### config.mk
export PLATFORM = sky130hd
export DESIGN_NAME = expr_sig_collector
export DESIGN_NICKNAME = d
export VERILOG_FILES = /design/src/rtl/expr_sig_pkg.sv /design/src/rtl/expr_sig_misr_step.sv /design/src/rtl/expr_sig_collector.sv
export SDC_FILE = /design/constraint.sdc
export NUM_CORES = 1
export LEC_CHECK = 0
export ABC_AREA = 0
export CAP_MARGIN = 5
export CORE_ASPECT_RATIO = 0.75
export CORE_MARGIN = 2
export CORE_UTILIZATION = 60
export CTS_BUF_LIST = sky130_fd_sc_hd__clkbuf_8
export DETAILED_ROUTE_END_ITERATION = 16
export DONT_BUFFER_PORTS = 1
export GPL_ROUTABILITY_DRIVEN = 0
export PLACE_DENSITY = 0.8
export SLEW_MARGIN = 25
export SYNTH_ARGS = -nofsm -noshare
export SYNTH_HDL_FRONTEND = slang
export SYNTH_SLANG_ARGS = --single-unit
export TNS_END_PERCENT = 50
### constraint.sdc
create_clock -name clk -period 3.8 [get_ports clk]
set_input_delay 0.57 -clock clk [delete_from_list [all_inputs] [get_ports clk]]
set_output_delay 0.57 -clock clk [all_outputs]
set_load 0.02 [all_outputs]
### src/rtl/expr_sig_pkg.sv
// Shared types and constants for the expression-signature collector.
package expr_sig_pkg;

    localparam int SAMPLE_W = 90;
    localparam int SIG_W    = 32;
    localparam int CNT_W    = 16;

    localparam logic [SIG_W-1:0] DEF_POLY = 32'h04C11DB7;
    localparam logic [SIG_W-1:0] DEF_SEED = 32'hFFFFFFFF;

    typedef enum logic [1:0] {
        ST_IDLE    = 2'd0,
        ST_COLLECT = 2'd1,
        ST_DONE    = 2'd2
    } state_t;

endpackage

### src/rtl/expr_sig_misr_step.sv
// One MISR step: shift/feedback the current signature and xor in the folded sample.
module expr_sig_misr_step
    import expr_sig_pkg::*;
#(
    parameter logic [SIG_W-1:0] POLY = DEF_POLY
) (
    input  logic [SIG_W-1:0]    sig_in,
    input  logic [SAMPLE_W-1:0] y_in,
    output logic [SIG_W-1:0]    sig_out
);

    logic [SIG_W-1:0] fold;
    logic [SIG_W-1:0] feedback;

    // Compress the 90-bit sample to 32 bits; the top 26 bits are zero-extended.
    assign fold     = y_in[31:0] ^ y_in[63:32] ^ {6'b0, y_in[89:64]};
    // Galois-style feedback: the bit shifted out selects the polynomial.
    assign feedback = sig_in[SIG_W-1] ? POLY : '0;
    assign sig_out  = {sig_in[SIG_W-2:0], 1'b0} ^ feedback ^ fold;

endmodule

### src/rtl/expr_sig_collector.sv
// Collects NUM_SAMPLES expression results into a MISR signature and compares
// the result against a golden value.
module expr_sig_collector
    import expr_sig_pkg::*;
#(
    parameter int unsigned      NUM_SAMPLES = 256,
    parameter logic [SIG_W-1:0] POLY        = DEF_POLY,
    parameter logic [SIG_W-1:0] SEED        = DEF_SEED
) (
    input  logic                clk,
    input  logic                rst_n,
    input  logic                start,
    input  logic                in_valid,
    input  logic [SAMPLE_W-1:0] in_y,
    output logic                in_ready,
    input  logic [SIG_W-1:0]    exp_sig,
    output logic [SIG_W-1:0]    sig,
    output logic [CNT_W-1:0]    sample_cnt,
    output logic                done,
    output logic                match,
    output logic                overrun
);

    // Count value held just before the final accept of a run.
    localparam logic [CNT_W-1:0] LAST_CNT = CNT_W'(NUM_SAMPLES - 1);

    state_t           state;
    state_t           state_next;
    logic [SIG_W-1:0] sig_step;
    logic             accept;
    logic             last_accept;

    expr_sig_misr_step #(
        .POLY (POLY)
    ) u_misr_step (
        .sig_in  (sig),
        .y_in    (in_y),
        .sig_out (sig_step)
    );

    assign in_ready    = (state == ST_COLLECT);
    // A start in the same cycle wins: the sample offered alongside it is dropped.
    assign accept      = in_valid && in_ready && !start;
    assign last_accept = accept && (sample_cnt == LAST_CNT);
    assign done        = (state == ST_DONE);
    assign match       = done && (sig == exp_sig);

    // State register.
    // NOTE: sequential blocks use non-blocking assignments so every register
    // samples values from before the edge, independent of block ordering.
    always_ff @(posedge clk or negedge rst_n) begin
        if (!rst_n) begin
            state <= ST_IDLE;
        end else begin
            state <= state_next;
        end
    end

    // Next-state logic: start restarts from any state, the final accept ends the run.
    // NOTE: the default assignment first guarantees no latch on any path.
    always_comb begin
        state_next = state;
        if (start) begin
            state_next = ST_COLLECT;
        end else begin
            case (state)
                ST_COLLECT: if (last_accept) state_next = ST_DONE;
                default:    state_next = state;
            endcase
        end
    end

    // Signature, sample counter and sticky overrun flag.
    always_ff @(posedge clk or negedge rst_n) begin
        if (!rst_n) begin
            sig        <= SEED;
            sample_cnt <= '0;
            overrun    <= 1'b0;
        end else if (start) begin
            sig        <= SEED;
            sample_cnt <= '0;
            overrun    <= 1'b0;
        end else begin
            if (accept) begin
                sig        <= sig_step;
                sample_cnt <= sample_cnt + 1'b1;
            end
            if (in_valid && !in_ready) begin
                overrun <= 1'b1;
            end
        end
    end

endmodule

==> flow_metrics.py, run 1 <==
metrics = {
    "outcome": {
        "status": "finished clean",
    },
    "sta": {
        "finalHoldViolCount": 0,
        "tightest_slew_ps": 872,
        "fin_tns_setup_ps": 0,
        "fin_worst_skew_ps": 7.10,
        "setup_viol_count_final": 0,
        "rsz0062_at_grt": "false",
        "fin_crit_sh_pct": 75.8,
        "max_slew_margin_pct": 41.7,
        "fmax_mhz": 347,
        "hold_ws_ps": 105,
        "slew_viol_final": 0,
        "timing.final.crit_period_ps": 2880,
        "fin_ws_ps": 918,
    },
    "cts": {
        "clk_path_buf_depth": 2,
        "post_cts_resized": 0,
        "clock-sinks": 51,
        "cts_tree": "yes",
        "cts_max_level": 2,
        "clock_latency_ps": 300,
        "path_clk_slew_ps": 90,
        "clockRootBuffer": "clkbuf_8",
        "numCtsBuffers": 5,
    },
    "yosys": {
        "ys_seq_elements": 51,
        "ys_seq_area_share_pct": 36.6,
        "synthTopCellsByArea": "dfstp_2, xnor2_1, dfrtp_1, xor2_1, a211o_1",
        "synth_top_area_share_pct": 23.4,
        "yosys.area.top_type": "dfstp_2",
        "yosys_warnings": 0,
        "synth_cell_types": 37,
        "avgSynthCellArea_um2": 10.5,
        "synth_cells": 344,
        "synth_area_um2": 3600,
        "syn_nets": 471,
    },
    "grt": {
        "antenna_found_initial": 0,
        "grt_pass1_vias": 2419,
        "grt_pass1_wl_mm": 12.4,
        "gr-total-overflow": 0,
        "grt.total_usage_pct": 24.6,
        "grt_max_degree": 71,
    },
    "worst_setup_path": {
        "regToRegStartpoint": "sample_cnt[0]",
        "cp.buffers_inverters": 0,
        "crit_arrival_ps": 2310,
        "worstPathRequired_ps": 3230,
        "rr_worst_depth": 5,
        "cpMaxStageDelayCell": "dfstp_2",
        "path_max_fanout": 17,
        "cp_num_cells": 4,
        "end_kind": "output port",
        "worstPathCellList": "xor2_1, nor4_1, nand4_1, nor3_1",
        "rr_endpoint": "sample_cnt[12]",
        "reg2reg_slack_ps": 1840,
        "critPathLaunch": "sig[31]",
        "path_class": "flop to output port",
        "endpoint": "match",
        "cp_top_family": "simple AND/OR/NAND/NOR gates",
        "critPathLaunchType": "flop",
        "critPathMaxStageDelay_ps": 860,
    },
    "pwr": {
        "power.leakage_uw": 0.00149,
        "total_power_uw": 1440,
        "power.density_nw_per_um2": 389,
        "peakVddDrop_uv": 275,
    },
    "die": {
        "core_area_um2": 5800,
        "rows": 24,
        "boundaryPins": 178,
        "fp.dieArea_um2": 6640,
        "chipWidth_um": 93.4,
        "initial_core_util_pct": 62.1,
        "fp.dieH_um": 71.1,
    },
    "layout": {
        "final_area_um2": 3710,
        "final_nets": 464,
        "diodes": 0,
        "area_growth_pct": 3.06,
        "layout-drive-gt1-share_pct": 12.4,
    },
    "place": {
        "pre_cts_slack_ps": 1220,
        "portBuffers": 0,
        "post_dp_cell_area_um2": 3610,
        "place_hpwl_mm": 6.33,
    },
    "detailed_routing": {
        "avgViaCountPerCell": 6.05,
        "remaining_drc_errors": 0,
        "wl_mm": 8.56,
        "wl_per_cell_um": 20.6,
        "drt-initial-drc-count": 143,
        "num_vias": 2515,
        "detail-route-antenna-nets": 0,
        "firstDrtPassIters": 4,
    },
    "job": {
        "maxCapViolations": 0,
    },
    "worst_hold_path": {
        "hp-class": "input port to async pin",
    },
}
final cells by class:
type	instances	area [um2]
fillers	477	2090
well taps	78	97.6
clock inverters	2	7.51
multi-input cells	274	2170
clock buffers	6	82.6
flip-flops and latches	51	1320
inverters	3	11.3
repair buffers	2	17.5
worst register-to-register path, cell delays in order, from the launching register on:
cell and delay [ps]:
dfrtp_1 560, ha_1 220, and4b_1 340, nand4_2 220
or3_1 400, a21oi_1 140
cell usage after synthesis:
cell	number
dfrtp_1	19
nand4b_1	2
nor2b_1	1
dfstp_2	32
o21ai_0	6
buf_2	3
clkbuf_1	7
xor2_1	40
nor2_1	46
xnor3_1	12
a211o_1	31
mux2i_1	1
nand3_1	9
ha_1	1
buf_12	1
nand2_1	4
nand4_1	3
and4_1	2
nand2b_1	1
nor3_1	5
nand4_2	1
mux2_2	1
buf_6	1
buf_1	2
clkbuf_4	1
nand3b_1	1
and3_1	4
o21a_1	1
and4b_1	2
inv_1	3
or3_1	3
nor4_1	9
a211o_2	1
and2_1	1
a21oi_1	6
xnor2_1	80
buf_4	1
flip-flops by register name (all words and copies together) (netlist names):
name and flops:
state 2, overrun 1, sig 32, sample_cnt 16
metal layers:
| metal | share of wire (%) | wire [um] | GRT usage, % | vias up |
|---|---|---|---|---|
| met5 | 0 | 0 | 0 | - |
| met4 | 0.77 | 66 | 5.56 | 0 |
| met3 | 8.9 | 763 | 5.54 | 6 |
| met2 | 47 | 4000 | 38.8 | 136 |
| met1 | 44 | 3730 | 35.1 | 1214 |
| li1 | - | - | - | 1159 |
cell families after synthesis:
group / share of synthesized area, %
adders and majority gates: 0.348
xor gates and xnor gates: 36.7
DFF: 36.6
and+or+nand+nor: 13.1
AOI/OAI and AO/OA: 9.70
buffers and inverters: 2.96
muxes: 0.591
report_power, final:
| part | switching, uW | internal, uW | leakage, uW |
|---|---|---|---|
| Sequential | 132 | 619 | 0.000596 |
| Combinational | 147 | 229 | 0.000847 |
| Clock | 171 | 144 | 0.0000500 |
layout by cell type (no fill, tap or decap), types with 3 or more instances in the layout:
cell type  instances
o21ai_0            6
or3_1              3
nand2_1            4
nand4_1            3
xnor2_1           80
clkbuf_8           6
dfstp_2           32
dfrtp_1           19
nor4_1             9
nor3_1             5
a211o_1           31
inv_1              4
nand3_1            9
a21oi_1            6
nor2_1            46
xnor3_1           12
xor2_1            40
and3_1             4
worst min-delay path by stage:
stage          startpoint            end
3_5_place_dp        rst_n  sample_cnt[7]
5_1_grt             rst_n         sig[7]
3_3_place_gp        rst_n  sample_cnt[7]
2_1_floorplan       rst_n        overrun
6_report            rst_n         sig[7]
4_1_cts             rst_n         sig[7]
per-stage QoR:
stage,cells,util (%)
2_1_floorplan,344,-
3_3_place_gp,407,62.2
4_1_cts,416,64.0
5_1_grt,416,64.0
6_report,416,64.0
3_5_place_dp,407,62.2
timing repair:
action / in CTS / in global routing
endpoints found under the hold margin: 19 / 0
hold buffers: 1 / 0
setup buffers: 0 / 0
No activity file was read; power rests on OpenSTA's default activity.
==> run 2, diff against run 1 <==
==> constraint.sdc (replaced) <==
create_clock -name clk -period 2.9 [get_ports clk]
set_input_delay 0.435 -clock clk [delete_from_list [all_inputs] [get_ports clk]]
set_output_delay 0.435 -clock clk [all_outputs]
set_load 0.02 [all_outputs]
==> run 2 against run 1 <==
Final cell count grew 0.96%. Clock-buffer cell count shrank 1. Critical path depth grew 1. Register-to-register slack lost 930 ps. Setup slack lost 380 ps. Hold slack gained 86 ps. Routed wire length shrank 2.0%. Sequential power grew 30%.
==> flow_metrics.py, run 2 (synthesis results as in run 1) <==
metrics = {
    "detailed_routing": {
        "remaining_drc_errors": 0,
        "avgViaCountPerCell": 5.99,
        "wl_per_cell_um": 20.0,
        "firstDrtPassIters": 4,
        "wl_mm": 8.39,
        "wl_met2_mm": 3.99,
        "met1_length_mm": 3.47,
        "dr_wl_met3_um": 796,
        "num_vias": 2514,
        "drt-initial-drc-count": 102,
        "top_layer_used": "met4",
        "detail-route-antenna-nets": 0,
    },
    "sta": {
        "fin_crit_sh_pct": 81.5,
        "fin_tns_setup_ps": 0,
        "fin_ws_ps": 538,
        "finalHoldViolCount": 0,
        "slew_viol_final": 0,
        "setup_viol_count_final": 0,
        "tightest_slew_ps": 572,
        "fin_worst_skew_ps": 10.4,
        "max_slew_margin_pct": 61.7,
        "timing.final.crit_period_ps": 2360,
        "rsz0062_at_grt": "false",
        "fmax_mhz": 423,
    },
    "grt": {
        "grt.total_usage_pct": 25.2,
        "grt_pass1_vias": 2559,
        "grt_max_degree": 54,
        "antenna_found_initial": 0,
        "gr-total-overflow": 0,
        "grt_pass1_wl_mm": 12.9,
    },
    "cts": {
        "cts_max_level": 2,
        "clock_latency_ps": 300,
        "numCtsBuffers": 5,
        "clk_path_buf_depth": 2,
        "path_clk_slew_ps": 90,
        "post_cts_resized": 0,
        "clockRootBuffer": "clkbuf_8",
        "cts_tree": "yes",
        "clock-sinks": 51,
    },
    "layout": {
        "final_cell_mix": "xnor2_1, nor2_1, xor2_1, dfstp_2, a211o_1",
        "fillers": 487,
        "final_area_um2": 3750,
        "largest_reg_flops": 32,
        "top_regs": "sig x32, sample_cnt x16, state x2",
        "mostFrequentLayoutCell": "xnor2_1",
        "diodes": 0,
        "top_register": "sig",
        "layout-drive-gt1-share_pct": 13.2,
        "final_nets": 468,
        "area_growth_pct": 4.17,
    },
    "die": {
        "initial_core_util_pct": 62.1,
        "core_area_um2": 5800,
        "boundaryPins": 178,
        "chipWidth_um": 93.4,
        "rows": 24,
        "fp.dieH_um": 71.1,
        "fp.dieArea_um2": 6640,
    },
    "place": {
        "pre_cts_slack_ps": 873,
        "place_hpwl_mm": 6.48,
        "post_dp_cell_area_um2": 3630,
        "portBuffers": 0,
    },
    "worst_setup_path": {
        "path_max_fanout": 4,
        "end_kind": "output port",
        "worstPathRequired_ps": 2470,
        "path_class": "flop to output port",
        "crit_arrival_ps": 1930,
        "critPathLaunchType": "flop",
    },
    "outcome": {
        "status": "finished clean",
    },
    "pwr": {
        "peakVddDrop_uv": 383,
        "power.leakage_uw": 0.00152,
        "power.density_nw_per_um2": 499,
        "total_power_uw": 1870,
    },
    "job": {
        "maxCapViolations": 0,
    },
    "worst_hold_path": {
        "hp-class": "input port to flop",
    },
}
## run 2: cell types whose count changed in the layout (fill, tap and decap cells not counted)
cell | before | now
buf_4 | 1 | 4
clkbuf_8 | 6 | 5
buf_16 | 0 | 1
clkinv_1 | 1 | 0
inv_1 | 4 | 6
## run 2: power breakdown
part	switching [uW]	internal, uW
registers	166	810
logic	207	306
clock network	218	161
## run 2: through the flow
step,hold slack (ps),cells,utilization [%]
2_1_floorplan,139,344,-
3_5_place_dp,140,410,62.6
6_report,191,420,64.7
5_1_grt,180,420,64.7
4_1_cts,182,420,64.7
3_3_place_gp,140,410,62.6
## run 2: area by class of cell
cell class | count | area (um2) | area share, %
clock buffers | 5 | 68.8 | 1.84
clock inverters | 3 | 11.3 | 0.301
inverters | 3 | 11.3 | 0.301
multi-input cells | 274 | 2170 | 58.0
flip-flops and latches | 51 | 1320 | 35.1
well taps | 78 | 97.6 | 2.60
repair buffers | 6 | 67.6 | 1.80
## run 2: layer usage
layer,global-route usage [%],up-vias
li1,-,1171
met1,33.1,1198
met2,41.6,132
met3,6.50,13
met4,7.52,0
met5,0,-
## run 2: critical path, cell delays in order, from the launching register on
cell and delay (ps):
dfstp_2 660, xor2_1 100, nor4_1 390, nand3_1 130
nor3_1 180, buf_4 180
## run 2: path summary, 6_finish.rpt
path                            depth (start not counted)  slack [ps]     startpoint        endpoint
worst max-delay path                                    5         540        sig[12]           match
worst min-delay path                                    1         190          start  sample_cnt[12]
worst max register to register                          5         910  sample_cnt[0]  sample_cnt[14]
worst min register to register                          1         600       state[0]        state[0]
max in group asynchronous                               2        1970          rst_n         sig[15]
min in group asynchronous                               2         640          rst_n   sample_cnt[4]
## run 2: timing repair
item / CTS / global route
hold buffers: 2 / 0
buffers inserted: 0 / 0
hold endpoints to repair: 51 / 0
